**src/rtl/issue_scoreboard_pkg.sv**
```systemverilog
// Shared core definitions for the issue scoreboard: register index width,
// opcode classes and the fence-drain FSM states.
package issue_scoreboard_pkg;

    localparam int REG_IDX_W = 5;
    localparam int NUM_REGS  = 1 << REG_IDX_W;

    typedef enum logic [2:0] {
        OP_ALU    = 3'd0,
        OP_LOAD   = 3'd1,
        OP_STORE  = 3'd2,
        OP_BRANCH = 3'd3,
        OP_FENCE  = 3'd4
    } op_class_e;

    typedef enum logic {
        ST_RUN   = 1'b0,
        ST_DRAIN = 1'b1
    } sb_state_e;

    // Stores and branches read rs2 even when the decoder flags an immediate.
    function automatic logic rs2_checked(input logic imm_type, input logic is_store,
                                         input logic is_branch);
        return !imm_type || is_store || is_branch;
    endfunction

endpackage

```
**src/rtl/issue_scoreboard_if.sv**
```systemverilog
// ID/EX/WB handshake bundle between the decode stage and the issue scoreboard.
interface issue_scoreboard_if
    import issue_scoreboard_pkg::*;
#(
    parameter int CNT_WIDTH = 32
) ();

    logic                 id_valid;
    logic [REG_IDX_W-1:0] id_rs1;
    logic [REG_IDX_W-1:0] id_rs2;
    logic [REG_IDX_W-1:0] id_rd;
    logic                 id_imm_type;
    logic                 id_is_load;
    logic                 id_is_store;
    logic                 id_is_branch;
    logic                 id_is_fence;
    logic                 ex_ready;
    logic                 flush;
    logic                 wb_valid;
    logic [REG_IDX_W-1:0] wb_rd;
    logic                 issue;
    logic                 stall;
    logic [CNT_WIDTH-1:0] stall_cycles;
    logic                 sb_err;

    modport master (
        output id_valid, id_rs1, id_rs2, id_rd, id_imm_type, id_is_load, id_is_store,
               id_is_branch, id_is_fence, ex_ready, flush, wb_valid, wb_rd,
        input  issue, stall, stall_cycles, sb_err
    );

    modport slave (
        input  id_valid, id_rs1, id_rs2, id_rd, id_imm_type, id_is_load, id_is_store,
               id_is_branch, id_is_fence, ex_ready, flush, wb_valid, wb_rd,
        output issue, stall, stall_cycles, sb_err
    );

endinterface

```
**src/rtl/issue_scoreboard_sb_counter.sv**
```systemverilog
// Per-register pending-load counter: saturating up/down, simultaneous
// up and down cancel out.
module sb_counter #(
    parameter int MAX_PEND = 3,
    parameter int W        = $clog2(MAX_PEND + 1)
) (
    input  logic         clk,
    input  logic         reset,
    input  logic         inc,
    input  logic         dec,
    output logic [W-1:0] count,
    output logic         zero
);

    always_ff @(posedge clk) begin
        if (reset) begin
            count <= '0;
        end else if (inc && !dec && count != W'(MAX_PEND)) begin
            count <= count + 1'b1;
        end else if (dec && !inc && count != '0) begin
            count <= count - 1'b1;
        end
    end

    assign zero = (count == '0);

endmodule

```
**src/rtl/issue_scoreboard.sv**
```systemverilog
// In-order issue scoreboard: tracks in-flight loads per register, blocks RAW
// and over-subscribed WAW hazards, and drains outstanding loads before a fence.
module issue_scoreboard
    import issue_scoreboard_pkg::*;
#(
    parameter int MAX_PEND  = 3,
    parameter int CNT_WIDTH = 32
) (
    input  logic               clk,
    input  logic               reset,
    issue_scoreboard_if.slave  bus
);

    localparam int CW = $clog2(MAX_PEND + 1);

    logic [NUM_REGS-1:0][CW-1:0] cnt;
    logic [NUM_REGS-1:0][CW-1:0] eff;
    logic [NUM_REGS-1:0]         wb_hit;
    logic [NUM_REGS-1:0]         eff_nz;
    logic [NUM_REGS-1:1]         zero;

    sb_state_e            state, state_next;
    logic                 any_pend, rs1_raw, rs2_raw, waw_full, hazard;
    logic                 issue_c, stall_c, load_inc, wb_err;
    logic                 sb_err;
    logic [CNT_WIDTH-1:0] stall_cnt;

    // x0 is hard-wired idle; eff folds in a same-cycle writeback so it never stalls.
    for (genvar r = 0; r < NUM_REGS; r++) begin : g_reg
        if (r == 0) begin : g_x0
            assign cnt[r]    = '0;
            assign wb_hit[r] = 1'b0;
        end else begin : g_track
            assign wb_hit[r] = bus.wb_valid && (bus.wb_rd == REG_IDX_W'(r)) && !zero[r];
            sb_counter #(
                .MAX_PEND (MAX_PEND),
                .W        (CW)
            ) u_cnt (
                .clk   (clk),
                .reset (reset),
                .inc   (load_inc && (bus.id_rd == REG_IDX_W'(r))),
                .dec   (wb_hit[r]),
                .count (cnt[r]),
                .zero  (zero[r])
            );
        end
        assign eff[r]    = cnt[r] - CW'(wb_hit[r]);
        assign eff_nz[r] = (eff[r] != '0);
    end

    assign any_pend = |eff_nz;
    assign rs1_raw  = (bus.id_rs1 != '0) && eff_nz[bus.id_rs1];
    assign rs2_raw  = rs2_checked(bus.id_imm_type, bus.id_is_store, bus.id_is_branch)
                      && (bus.id_rs2 != '0) && eff_nz[bus.id_rs2];
    assign waw_full = bus.id_is_load && (bus.id_rd != '0) && (eff[bus.id_rd] == CW'(MAX_PEND));
    assign hazard   = bus.id_valid && (rs1_raw || rs2_raw || waw_full);

    assign issue_c  = !reset && bus.id_valid && !bus.flush && bus.ex_ready && !hazard
                      && (state == ST_RUN) && !(bus.id_is_fence && any_pend);
    assign stall_c  = !reset && bus.id_valid && !bus.flush && !issue_c;
    assign load_inc = issue_c && bus.id_is_load && (bus.id_rd != '0);
    assign wb_err   = bus.wb_valid && (bus.wb_rd != '0) && (cnt[bus.wb_rd] == '0);

    always_ff @(posedge clk) begin
        if (reset) begin
            state <= ST_RUN;
        end else begin
            state <= state_next;
        end
    end

    always_comb begin
        state_next = state;
        case (state)
            ST_RUN:   if (bus.id_valid && bus.id_is_fence && !bus.flush && any_pend)
                          state_next = ST_DRAIN;
            ST_DRAIN: if (bus.flush || !any_pend)
                          state_next = ST_RUN;
            default:  state_next = ST_RUN;
        endcase
    end

    always_ff @(posedge clk) begin
        if (reset) begin
            sb_err    <= 1'b0;
            stall_cnt <= '0;
        end else begin
            if (wb_err) begin
                sb_err <= 1'b1;
            end
            if (stall_c && stall_cnt != '1) begin
                stall_cnt <= stall_cnt + 1'b1;
            end
        end
    end

    assign bus.issue        = issue_c;
    assign bus.stall        = stall_c;
    assign bus.stall_cycles = stall_cnt;
    assign bus.sb_err       = sb_err;

endmodule
```
**src/flat_wrapper.sv**
```systemverilog
// flat-port wrapper written by rule: the top's interface ports become plain ports
module issue_scoreboard_flat import issue_scoreboard_pkg::*;
#(
    parameter int MAX_PEND  = 3,
    parameter int CNT_WIDTH = 32
)
  (clk, reset, bus_id_valid, bus_id_rs1, bus_id_rs2, bus_id_rd, bus_id_imm_type, bus_id_is_load, bus_id_is_store, bus_id_is_branch, bus_id_is_fence, bus_ex_ready, bus_flush, bus_wb_valid, bus_wb_rd, bus_issue, bus_stall, bus_stall_cycles, bus_sb_err);
  issue_scoreboard_if #(.CNT_WIDTH(CNT_WIDTH)) bus_i ();
  input  logic clk;
  input  logic reset;
  input wire logic [$bits(bus_i.id_valid)-1:0] bus_id_valid;
  input wire logic [$bits(bus_i.id_rs1)-1:0] bus_id_rs1;
  input wire logic [$bits(bus_i.id_rs2)-1:0] bus_id_rs2;
  input wire logic [$bits(bus_i.id_rd)-1:0] bus_id_rd;
  input wire logic [$bits(bus_i.id_imm_type)-1:0] bus_id_imm_type;
  input wire logic [$bits(bus_i.id_is_load)-1:0] bus_id_is_load;
  input wire logic [$bits(bus_i.id_is_store)-1:0] bus_id_is_store;
  input wire logic [$bits(bus_i.id_is_branch)-1:0] bus_id_is_branch;
  input wire logic [$bits(bus_i.id_is_fence)-1:0] bus_id_is_fence;
  input wire logic [$bits(bus_i.ex_ready)-1:0] bus_ex_ready;
  input wire logic [$bits(bus_i.flush)-1:0] bus_flush;
  input wire logic [$bits(bus_i.wb_valid)-1:0] bus_wb_valid;
  input wire logic [$bits(bus_i.wb_rd)-1:0] bus_wb_rd;
  output wire logic [$bits(bus_i.issue)-1:0] bus_issue;
  output wire logic [$bits(bus_i.stall)-1:0] bus_stall;
  output wire logic [$bits(bus_i.stall_cycles)-1:0] bus_stall_cycles;
  output wire logic [$bits(bus_i.sb_err)-1:0] bus_sb_err;
  assign bus_i.id_valid = bus_id_valid;
  assign bus_i.id_rs1 = bus_id_rs1;
  assign bus_i.id_rs2 = bus_id_rs2;
  assign bus_i.id_rd = bus_id_rd;
  assign bus_i.id_imm_type = bus_id_imm_type;
  assign bus_i.id_is_load = bus_id_is_load;
  assign bus_i.id_is_store = bus_id_is_store;
  assign bus_i.id_is_branch = bus_id_is_branch;
  assign bus_i.id_is_fence = bus_id_is_fence;
  assign bus_i.ex_ready = bus_ex_ready;
  assign bus_i.flush = bus_flush;
  assign bus_i.wb_valid = bus_wb_valid;
  assign bus_i.wb_rd = bus_wb_rd;
  assign bus_issue = bus_i.issue;
  assign bus_stall = bus_i.stall;
  assign bus_stall_cycles = bus_i.stall_cycles;
  assign bus_sb_err = bus_i.sb_err;
  issue_scoreboard #(.MAX_PEND(MAX_PEND), .CNT_WIDTH(CNT_WIDTH)) u_core (.clk(clk), .reset(reset), .bus(bus_i));
endmodule
```
**config.mk**
```make
export PLATFORM = sky130hd
export DESIGN_NAME = issue_scoreboard_flat
export DESIGN_NICKNAME = d
export VERILOG_FILES = /design/src/rtl/issue_scoreboard_pkg.sv /design/src/rtl/issue_scoreboard_if.sv /design/src/rtl/issue_scoreboard_sb_counter.sv /design/src/rtl/issue_scoreboard.sv /design/src/flat_wrapper.sv
export SDC_FILE = /design/constraint.sdc
export NUM_CORES = 1
export LEC_CHECK = 0
export ABC_AREA = 1
export BUFFER_PORTS_ARGS = -buffer_cell sky130_fd_sc_hd__buf_2
export CORE_MARGIN = 5
export CORE_UTILIZATION = 30
export DETAILED_ROUTE_END_ITERATION = 12
export MAX_ROUTING_LAYER = met4
export PLACE_DENSITY = 0.46
export SYNTH_ARGS = -nofsm -noshare
export SYNTH_HDL_FRONTEND = slang
export SYNTH_HIERARCHICAL = 1
export SYNTH_SLANG_ARGS = --single-unit
```
**constraint.sdc**
```tcl
create_clock -name clk -period 4.4 [get_ports clk]
set_input_delay 0.88 -clock clk [delete_from_list [all_inputs] [get_ports clk]]
set_output_delay 0.88 -clock clk [all_outputs]
set_load 0.01 [all_outputs]
```
==> results of run 1 <==
-- placed cells by master, fill, tap and decap left out, types with 3 or more instances in the layout --
master | netlist | routed
buf_2 | 4 | 64
nor3_2 | 19 | 42
nand4_1 | 36 | 36
o21ai_0 | 42 | 42
inv_4 | 2 | 3
nor2_1 | 137 | 127
xnor2_1 | 7 | 7
nand2_4 | 3 | 3
inv_1 | 300 | 294
nand3b_1 | 5 | 5
nor4_1 | 17 | 14
buf_12 | 0 | 3
nor2_2 | 5 | 13
o211ai_1 | 6 | 6
inv_6 | 0 | 3
nand2_2 | 67 | 85
ha_4 | 0 | 4
a31oi_1 | 33 | 33
clkbuf_16 | 0 | 9
dfxtp_1 | 96 | 96
o41ai_1 | 3 | 3
inv_2 | 6 | 11
ha_1 | 32 | 28
buf_4 | 3 | 72
a21oi_1 | 91 | 91
nor2_4 | 3 | 5
nor3_4 | 0 | 6
nand3_1 | 143 | 143
xor2_1 | 22 | 22
nand2_1 | 440 | 422
nor3_1 | 58 | 29
-- registers in the layout, indices dropped and copies added, names as in the netlist --
name / count
u_core/bus.sb_err: 1
u_core/bus.stall_cycles: 32
u_core/g.g_track.u_cnt/count: 62
u_core/state: 1
-- logic make-up after synthesis --
group           Yosys count
flops                    96
fa+ha+maj                32
buf+inv                 341
xor+xnor                 29
compound gates          183
simple gates            943
-- timing repair --
action / in CTS / in global routing
buffers inserted: 0 / 4
setup endpoints to repair: 2 / 2
pin swaps: 1 / 11
gates resized for setup: 11 / 72
-- routing by layer --
metal,routed length [um],GRT usage [%],vias to the layer above
met5,0,-,-
met1,16060,25.49,4842
met2,16810,33.92,244
met3,1561,3.083,50
li1,-,-,5436
met4,897,6.558,0
-- worst max-delay path, stage by stage --
cell	delay (ns)
clkbuf_4	0.17
nand2_1	0.09
inv_1	0.10
buf_12	0.13
nand2_2	0.10
nor3_4	0.18
ha_1	0.32
nand3_1	0.11
nand2_1	0.08
nor2_2	0.16
nand2_1	0.08
nor2_2	0.12
nor2_1	0.06
nor2_1	0.11
nand2_1	0.05
nand2_1	0.08
nand2_1	0.07
nand3_2	0.07
nand2_2	0.06
nand2_4	0.07
inv_1	0.05
nor3_1	0.13
buf_2	0.16
-- report_power, final --
| part | switching, mW | total, mW | internal [mW] |
|---|---|---|---|
| Clock | 0.431 | 0.938 | 0.506 |
| Combinational | 0.203 | 0.280 | 0.0769 |
| Sequential | 0.00188 | 0.872 | 0.870 |
| Total | 0.636 | 2.09 | 1.45 |
-- path summary, 6_finish.rpt --
check | end | startpoint | slack, ns
worst max-delay path | bus_stall | bus_wb_rd[2] | 0.1
worst max register to register | u_core/g_reg[12].g_track.u_cnt/count[0] | u_core/g_reg[14].g_track.u_cnt/count[1] | 0.75
worst min register to register | u_core/state | u_core/state | 0.47
worst min-delay path | u_core/state | u_core/state | 0.47
-- area by class of cell --
cell class,instances,area [um2],area share [%]
multi-input cells,1187,6381,56.75
clock buffers,9,225.2,2.003
flip-flops and latches,96,1922,17.09
well taps,396,495.5,4.407
inverters,310,1171,10.42
repair buffers,142,950.9,8.458
clock inverters,6,97.59,0.8680
==> metrics, run 1 <==
status=finished clean; antenna diode count=0; GPL Wtd Cong=1.025; nature of the critical path endpoint=primary output; Fin. Hold Viols=0; ys async rst share=0%; clock latency on the worst-skew pair=0.39 ns; Die Footprint=34860 um2; routed len/inst=16.46 um; Row Count=64; final hold slack=0.4706 ns; Ys Warns=6; CTS tree=built; area share of xor/xnor cells in the synthesized design=2.712%; TNS Setup=0 ns; Post-Syn Nets=1687; initial core utilization=30.54%; Slew Viols, Final=0; first-pass GRT wire length=55330 um; share of the synthesized area in the top cell type=20.52%; Synth Instances=1624; maximum clock frequency=232.5 MHz; antenna viol nets, final=0; Post-Place Setup Slack=-0.2338 ns; post-synthesis compound-gate area fraction=10.75%; die height=186.7 um; vias=10.57k; clock-pin slew on the worst setup and hold paths=0.09 ns; EDFF count, synth=0; Layout Utilization=36.66%; IO Pins=66; grt ovf=0; fill cell count=3477; period utilisation layout=97.75%; clk buf depth=2; number of buffers inserted by hold repair at cts=0; Via density=4.926; power density over the cells=185.8 nW/um2; Synth area leader=dfxtp_1; Core Region=30670 um2; count of cell types in the netlist=43; first drt pass iteration count=5; synth cell count leaders=440 x nand2_1, 300 x inv_1, 143 x nand3_1; Tightest Pin Transition=0.9125 ns; startpoint type of the worst setup path=input port; fin area=11240 um2; reg2reg path depth=19; Slew HR=38.37%; Post-Synth Adder-Cell Area=4.275%; Area Growth Syn to Fin=20.04%; layout cell share with drive strength beyond 1=19.43%; total wire length=35330 um; final clock skew=0.01783 ns; initial antenna violation count=0; dominant synthesized flop cell=dfxtp_1; Synth Area per Inst=5.768 um2; I/O Buffers=65; Die X=186.7 um; CP required=3.52 ns; post-synthesis sequential area ratio=20.52%; top-count cell post-synth=nand2_1; vias in the first global route=10.07k; largest net degree at the start of global routing=63; total power draw=2.089 mW; #FFs+latches synth=96; nets=1809; CTS H-tree depth=3; Layout Cells excl Fill=2146; Num CTS Buffers=9; worst path arrival time=3.42 ns; Total GRT Usage=20.39%; hold depth=2; class of the worst hold path=reg -> reg; initial DRC count=672; HPWL Detailed=27570 um; drt drc=0; maxcap violations=0; setup ws final=0.09895 ns; Tmin final=4.301 ns; mux contribution to synthesized area=0%; largest family of logic cells by synthesized area=simple AND/OR/NAND/NOR gates; leak pwr=4.625 nW; critical path class=in -> out; clock sink count=96; Area after DPL=10540 um2; Post-Synth Simple-Gate Area=46.73%; Max VDD drop=187.7 uV; clk root buf=clkbuf_16; Inst Count DP=2127; cell area after synthesis=9366 um2; maximum fanout along the worst path=5; largest cells by area after synthesis=dfxtp_1 21%, nand2_1 18%, inv_1 12%; endpoints failing setup=0
Note: power is estimated with default switching activity, not from simulation.
==> inputs of run 2 (changes only) <==
- PLACE_DENSITY: 0.46 -> 0.49
- RECOVER_POWER: unset -> 25
==> run 2 against run 1 <==
  * First-iteration DRC count increased by 32%
  * Maximum frequency increased by 2.0%
  * Die area unchanged
  * Sequential share of layout area increased by 0.37 points
  * Critical path type unchanged
  * Via count increased by 0.77%
  * Highest routed layer unchanged
  * Critical path depth decreased by 7
  * Setup slack improved by 0.083 ns
  * Clock power decreased by 11%
  * Global-route usage decreased by 0.23 points
  * Hold slack got worse by 0.0056 ns
==> metrics, run 2 (same netlist as run 1, synthesis figures left out) <==
status=finished clean (unchanged); CP required=3.52 ns (about the same); maxcap violations=0 (unchanged); Tmin final=4.219 ns (was 4.301 ns); DR WL met3=2155 um (was 1561 um); first drt pass iteration count=6 (was 5); Via density=4.962 (was 4.926); largest net degree at the start of global routing=63 (unchanged); clock-pin slew on the worst setup and hold paths=0.08 ns (was 0.09 ns); initial DRC count=885 (was 672); layout cell share with drive strength beyond 1=15.82% (was 19.43%); Row Count=64 (unchanged); Top Metal Used=met4 (unchanged); nets=1809 (unchanged); grt ovf=0 (unchanged); maximum clock frequency=237.0 MHz (was 232.5 MHz); period utilisation layout=95.88% (was 97.75%); IO Pins=66 (unchanged); leak pwr=4.399 nW (was 4.625 nW); Max VDD drop=163.9 uV (was 187.7 uV); M1 WL=16360 um (was 16060 um); clock latency on the worst-skew pair=0.37 ns (was 0.39 ns); vias=10.65k (was 10.57k); HP Start=u_core/state (unchanged); Critical Path Max Stage Delay=0.33 ns (was 0.32 ns); HPWL Detailed=27500 um (was 27570 um); worst path arrival time=3.34 ns (was 3.42 ns); hold depth=2 (unchanged); nature of the critical path endpoint=primary output (unchanged); Num CTS Buffers=9 (unchanged); crit path buf inv count=5 (unchanged); Post-Place Setup Slack=-0.2582 ns (was -0.2338 ns); Biggest register=u_core/g.g_track.u_cnt/count (unchanged); clk root buf=clkbuf_16 (unchanged); Die Footprint=34860 um2 (unchanged); Fin. Hold Viols=0 (unchanged); clock sink count=96 (unchanged); Largest register FFs=62 (unchanged); setup ws final=0.1815 ns (was 0.09895 ns); Slew HR=47.17% (was 38.37%); Crit-path slowest cell=nor4_1 (was ha_1); final clock skew=0.008208 ns (was 0.01783 ns); Die X=186.7 um (unchanged); Tightest Pin Transition=0.7925 ns (was 0.9125 ns); reg2reg path depth=20 (was 19); Core Region=30670 um2 (unchanged); total wire length=35120 um (was 35330 um); Cell Chain, Critical Path=buf_2, nand2_1, inv_2, nand2_1, nor3_1, ha_1, nand2_1, nor4_1, buf_4, nand4_1, or2_1, a21oi_2, nand2_4, inv_2, nor3_2, buf_2 (was clkbuf_4, nand2_1, inv_1, buf_12, nand2_2, nor3_4, ha_1, nand3_1, nand2_1, nor2_2, nand2_1, nor2_2, nor2_1, nor2_1, nand2_1, nand2_1, nand2_1, nand3_2, nand2_2, nand2_4, inv_1, nor3_1, buf_2); endpoints failing setup=0 (unchanged); vias in the first global route=10.03k (was 10.07k); number of buffers inserted by hold repair at cts=0 (unchanged); TNS Setup=0 ns (unchanged); internal reg-to-reg setup slack=0.77 ns (was 0.75 ns); first-pass GRT wire length=54940 um (was 55330 um); total power draw=1.975 mW (was 2.089 mW); Crit path max-delay family=simple AND/OR/NAND/NOR gates (unchanged); most common cell after layout, fill and taps aside=nand2_1 (unchanged); GPL Wtd Cong=0.9535 (was 1.025); most frequent cells in the layout=435 x nand2_1, 298 x inv_1, 143 x nand3_1 (was 422 x nand2_1, 294 x inv_1, 143 x nand3_1); CTS H-tree depth=3 (unchanged); critical path class=in -> out (unchanged); startpoint type of the worst setup path=input port (unchanged); die height=186.7 um (unchanged); RR Endpoint=u_core/g_reg[28].g_track.u_cnt/count[1] (was u_core/g_reg[12].g_track.u_cnt/count[0]); fin area=11010 um2 (was 11240 um2); Total GRT Usage=20.17% (was 20.39%); power density over the cells=179.4 nW/um2 (was 185.8 nW/um2); clk buf depth=2 (unchanged); final hold slack=0.4650 ns (was 0.4706 ns); Area Growth Syn to Fin=17.53% (was 20.04%); reg-to-reg startpoint=u_core/g_reg[30].g_track.u_cnt/count[1] (was u_core/g_reg[14].g_track.u_cnt/count[1]); antenna viol nets, final=0 (unchanged); CTS tree=built (unchanged); I/O Buffers=65 (unchanged); routed len/inst=16.36 um (was 16.46 um); cell mode on critical path=nand2_1 (unchanged); initial antenna violation count=0 (unchanged); fill cell count=3405 (was 3477); antenna diode count=0 (unchanged); maximum fanout along the worst path=5 (unchanged); Area after DPL=10580 um2 (was 10540 um2); initial core utilization=30.54% (unchanged); drt drc=0 (unchanged); Hold EP=u_core/state (unchanged); met2 WL=15710 um (was 16810 um); Slew Viols, Final=0 (unchanged); class of the worst hold path=reg -> reg (unchanged)
-- run 2: changes by cell type in the layout (fill, tap and decap cells not counted), moves of 6 or more --
cell / previous run / this run
clkbuf_1: 0 / 32
nand2_2: 85 / 72
nor2_1: 127 / 133
nand2_1: 422 / 435
nor3_4: 6 / 0
buf_2: 64 / 33
-- run 2: per-stage QoR --
| stage | std cells | util (%) |
|---|---|---|
| floorplan | 1624 | - |
| global placement | 2129 | 34.49 |
| detailed placement | 2129 | 34.49 |
| CTS | 2145 | 35.69 |
| global route | 2147 | 35.89 |
| finish | 2147 | 35.89 |
-- run 2: per-layer routing --
metal | track usage [%] | vias up
met5 | - | -
met4 | 5.998 | 0
met3 | 3.587 | 42
met2 | 31.62 | 332
met1 | 26.64 | 4838
li1 | - | 5441
-- run 2: final cells by class --
class | instances | area [um2] | area share, %
Inverter | 310 | 1169 | 10.62
Clock buffer | 10 | 239.0 | 2.171
Sequential cell | 96 | 1922 | 17.46
Tap cell | 396 | 495.5 | 4.501
Clock inverter | 6 | 55.05 | 0.5001
Multi-Input combinational cell | 1187 | 6198 | 56.31
Timing Repair Buffer | 142 | 929.6 | 8.445
-- run 2: how the worst max path moves through the flow --
stage                 start   endpoint  slack, ns  cells past startpoint
3_5_place_dp   bus_wb_rd[3]  bus_stall      -0.26                     16
3_3_place_gp   bus_wb_rd[3]  bus_stall      -0.31                     16
2_1_floorplan  bus_wb_rd[0]  bus_stall       0.26                     22
4_1_cts        bus_wb_rd[3]  bus_stall       0.02                     16
5_1_grt        bus_wb_rd[0]  bus_stall      -0.04                     22
6_report       bus_wb_rd[2]  bus_stall       0.18                     16
-- run 2: what timing repair did --
action                                  CTS  global route
endpoints found under the hold margin     0             0
endpoints found under the setup margin    2             2
setup buffers                             0             2
pin swaps                                 1             3
resized for setup                        18            21
-- run 2: power by group --
group | internal, mW | total [mW] | switching (mW)
Clock | 0.414 | 0.835 | 0.421
Sequential | 0.870 | 0.871 | 0.00134
Combinational | 0.0732 | 0.269 | 0.196
Total | 1.36 | 1.97 | 0.618
-- run 2: tightest hold or removal path, stage by stage, from the launching register on --
cell and delay, ns:
dfxtp_1 0.31, inv_1 0.04, a2111oi_0 0.07
==> inputs of run 3 (changes only) <==
- PLACE_DENSITY: 0.49 -> unset
==> run 3 against run 2 <==
  * Critical path depth unchanged
  * Clock skew increased by 0.0056 ns
  * Maximum frequency decreased by 1.4%
  * Clock-buffer cell count decreased by 1
  * Hold slack got worse by 0.0015 ns
  * Combinational power about the same
==> metrics, run 3 (same netlist as run 1, synthesis figures left out) <==
clock latency on the worst-skew pair=0.39 ns (was 0.37 ns); maximum fanout along the worst path=3 (was 5); nets=1793 (was 1809); initial DRC count=811 (was 885); drt drc=0 (unchanged); worst path arrival time=3.40 ns (was 3.34 ns); most common cell after layout, fill and taps aside=nand2_1 (unchanged); HPWL Detailed=25530 um (was 27500 um); clk root buf=clkbuf_16 (unchanged); Comb pwr share=13.5% (was 13.6%); Area Growth Syn to Fin=17.31% (was 17.53%); power density over the cells=181.5 nW/um2 (was 179.4 nW/um2); largest net degree at the start of global routing=63 (unchanged); Via density=5.021 (was 4.962); Slew HR=47.22% (was 47.17%); total power draw=1.994 mW (was 1.975 mW); Clock power frac=42.8% (was 42.3%); crit path buf inv count=5 (unchanged); Tightest Pin Transition=0.7917 ns (was 0.7925 ns); nature of the critical path endpoint=primary output (unchanged); Row Count=64 (unchanged); class of the worst hold path=reg -> reg (unchanged); Reg area=1922 um2 (unchanged); fin area=10990 um2 (was 11010 um2); multi-input logic area=6302 um2 (was 6198 um2); Cell Chain, Critical Path=buf_2, inv_1, nor2_4, buf_4, nand2_2, nor3_2, ha_1, nand2_1, nor4_2, nand4_1, or2_1, a21oi_2, nand2_4, inv_2, nor3_2, buf_2 (was buf_2, nand2_1, inv_2, nand2_1, nor3_1, ha_1, nand2_1, nor4_1, buf_4, nand4_1, or2_1, a21oi_2, nand2_4, inv_2, nor3_2, buf_2); Slew Viols, Final=0 (unchanged); clock-pin slew on the worst setup and hold paths=0.08 ns (about the same); Die X=186.7 um (unchanged); antenna diode count=0 (unchanged); status=finished clean (unchanged); Total GRT Usage=19.21% (was 20.17%); maximum clock frequency=233.7 MHz (was 237.0 MHz); initial core utilization=30.54% (unchanged); Inst Count DP=2108 (was 2129); clock sink count=96 (unchanged); final clock skew=0.01376 ns (was 0.008208 ns); period utilisation layout=97.26% (was 95.88%); Layout Cells excl Fill=2131 (was 2147); CTS tree=built (unchanged); sw frac=32.20% (was 31.30%); die height=186.7 um (unchanged); Die Footprint=34860 um2 (unchanged); Crit-path slowest cell=nor4_2 (was nor4_1); IO Pins=66 (unchanged); startpoint type of the worst setup path=input port (unchanged); endpoints failing setup=0 (unchanged); Area after DPL=10410 um2 (was 10580 um2); GPL Wtd Cong=1.049 (was 0.9535); TNS Setup=0 ns (unchanged); Max VDD drop=292.1 uV (was 163.9 uV); Num CTS Buffers=9 (unchanged); clk buf depth=2 (unchanged); critical path class=in -> out (unchanged); routed len/inst=15.70 um (was 16.36 um); final hold slack=0.4636 ns (was 0.4650 ns); Int Pwr=1.352 mW (was 1.357 mW); antenna viol nets, final=0 (unchanged); most frequent cells in the layout=423 x nand2_1, 292 x inv_1, 143 x nand3_1 (was 435 x nand2_1, 298 x inv_1, 143 x nand3_1); Tmin final=4.279 ns (was 4.219 ns); initial antenna violation count=0 (unchanged); vias=10.70k (was 10.65k); I/O Buffers=65 (unchanged); Critical Path Max Stage Delay=0.39 ns (was 0.33 ns); layout cell share with drive strength beyond 1=16.48% (was 15.82%); Largest register FFs=62 (unchanged); Core Region=30670 um2 (unchanged); fill cell count=3372 (was 3405); first-pass GRT wire length=53100 um (was 54940 um); Biggest register=u_core/g.g_track.u_cnt/count (unchanged); total wire length=33460 um (was 35120 um); Crit path max-delay family=simple AND/OR/NAND/NOR gates (unchanged); Reg power frac=43.7% (was 44.1%); maxcap violations=0 (unchanged); Switching Power=0.6421 mW (was 0.6180 mW); CP required=3.52 ns (about the same); first drt pass iteration count=5 (was 6); vias in the first global route=9961 (was 10.03k); leak pwr=4.359 nW (was 4.399 nW); Fin. Hold Viols=0 (unchanged); CTS H-tree depth=3 (unchanged); grt ovf=0 (unchanged)
run 3: changes by cell type in the layout (fill, tap and decap cells not counted), sizes merged:
cell / before / now
clkbuf: 42 / 41
buf: 110 / 94
inv: 313 / 312
clkinv: 3 / 5
run 3: final timing paths:
path / from / end / slack (ns) / cells after the start
max: bus_wb_rd[3] / bus_stall / 0.12 / 16
max reg2reg: u_core/g_reg[17].g_track.u_cnt/count[1] / u_core/g_reg[30].g_track.u_cnt/count[0] / 0.91 / 18
min: u_core/state / u_core/state / 0.46 / 2
min reg2reg: u_core/state / u_core/state / 0.46 / 2
run 3: routing by layer:
layer	vias to the layer above	part of all wire (%)	global-route usage, %
li1	5398	-	-
met1	4938	44	24.24
met2	314	47	31.72
met3	50	5.9	3.102
met4	0	2.6	5.802
met5	-	0	-
run 3: through the flow:
step                utilization, %  setup slack [ns]
global route                 35.83          -0.03701
floorplan                        -            0.2587
finish                       35.83            0.1205
global placement             33.93           -0.1446
detailed placement           33.93           -0.1097
CTS                          35.04          0.007220
run 3: power by group through the flow:
stage                     logic, mW  registers [mW]  clock network [mW]
after floorplan               0.145           0.892                   0
after global placement        0.255           0.892                   0
after detailed placement      0.253           0.892                   0
after CTS                     0.254           0.871               0.885
after global routing          0.289           0.872               0.919
final                         0.270           0.871               0.853
run 3: layout make-up:
cell class                 count  share of cell area (%)
clock buffer                   9                   2.050
clock inverter                 7                  0.7402
inverter                     310                   10.64
multi-input combinational   1187                   57.36
sequential                    96                   17.49
tap                          396                   4.509
timing repair buffer         126                   7.219
run 3: tightest hold or removal path, stage by stage, from the launching register on:
cell       delay (ns)
dfxtp_1          0.31
inv_1            0.04
a2111oi_0        0.07
run 3: timing repair:
item	CTS	global route
endpoints found under the hold margin	0	0
buffers inserted	0	7
hold buffers	0	0
setup endpoints to repair	2	3
pin swaps	0	15
gates cloned	0	0
resized for setup	6	63
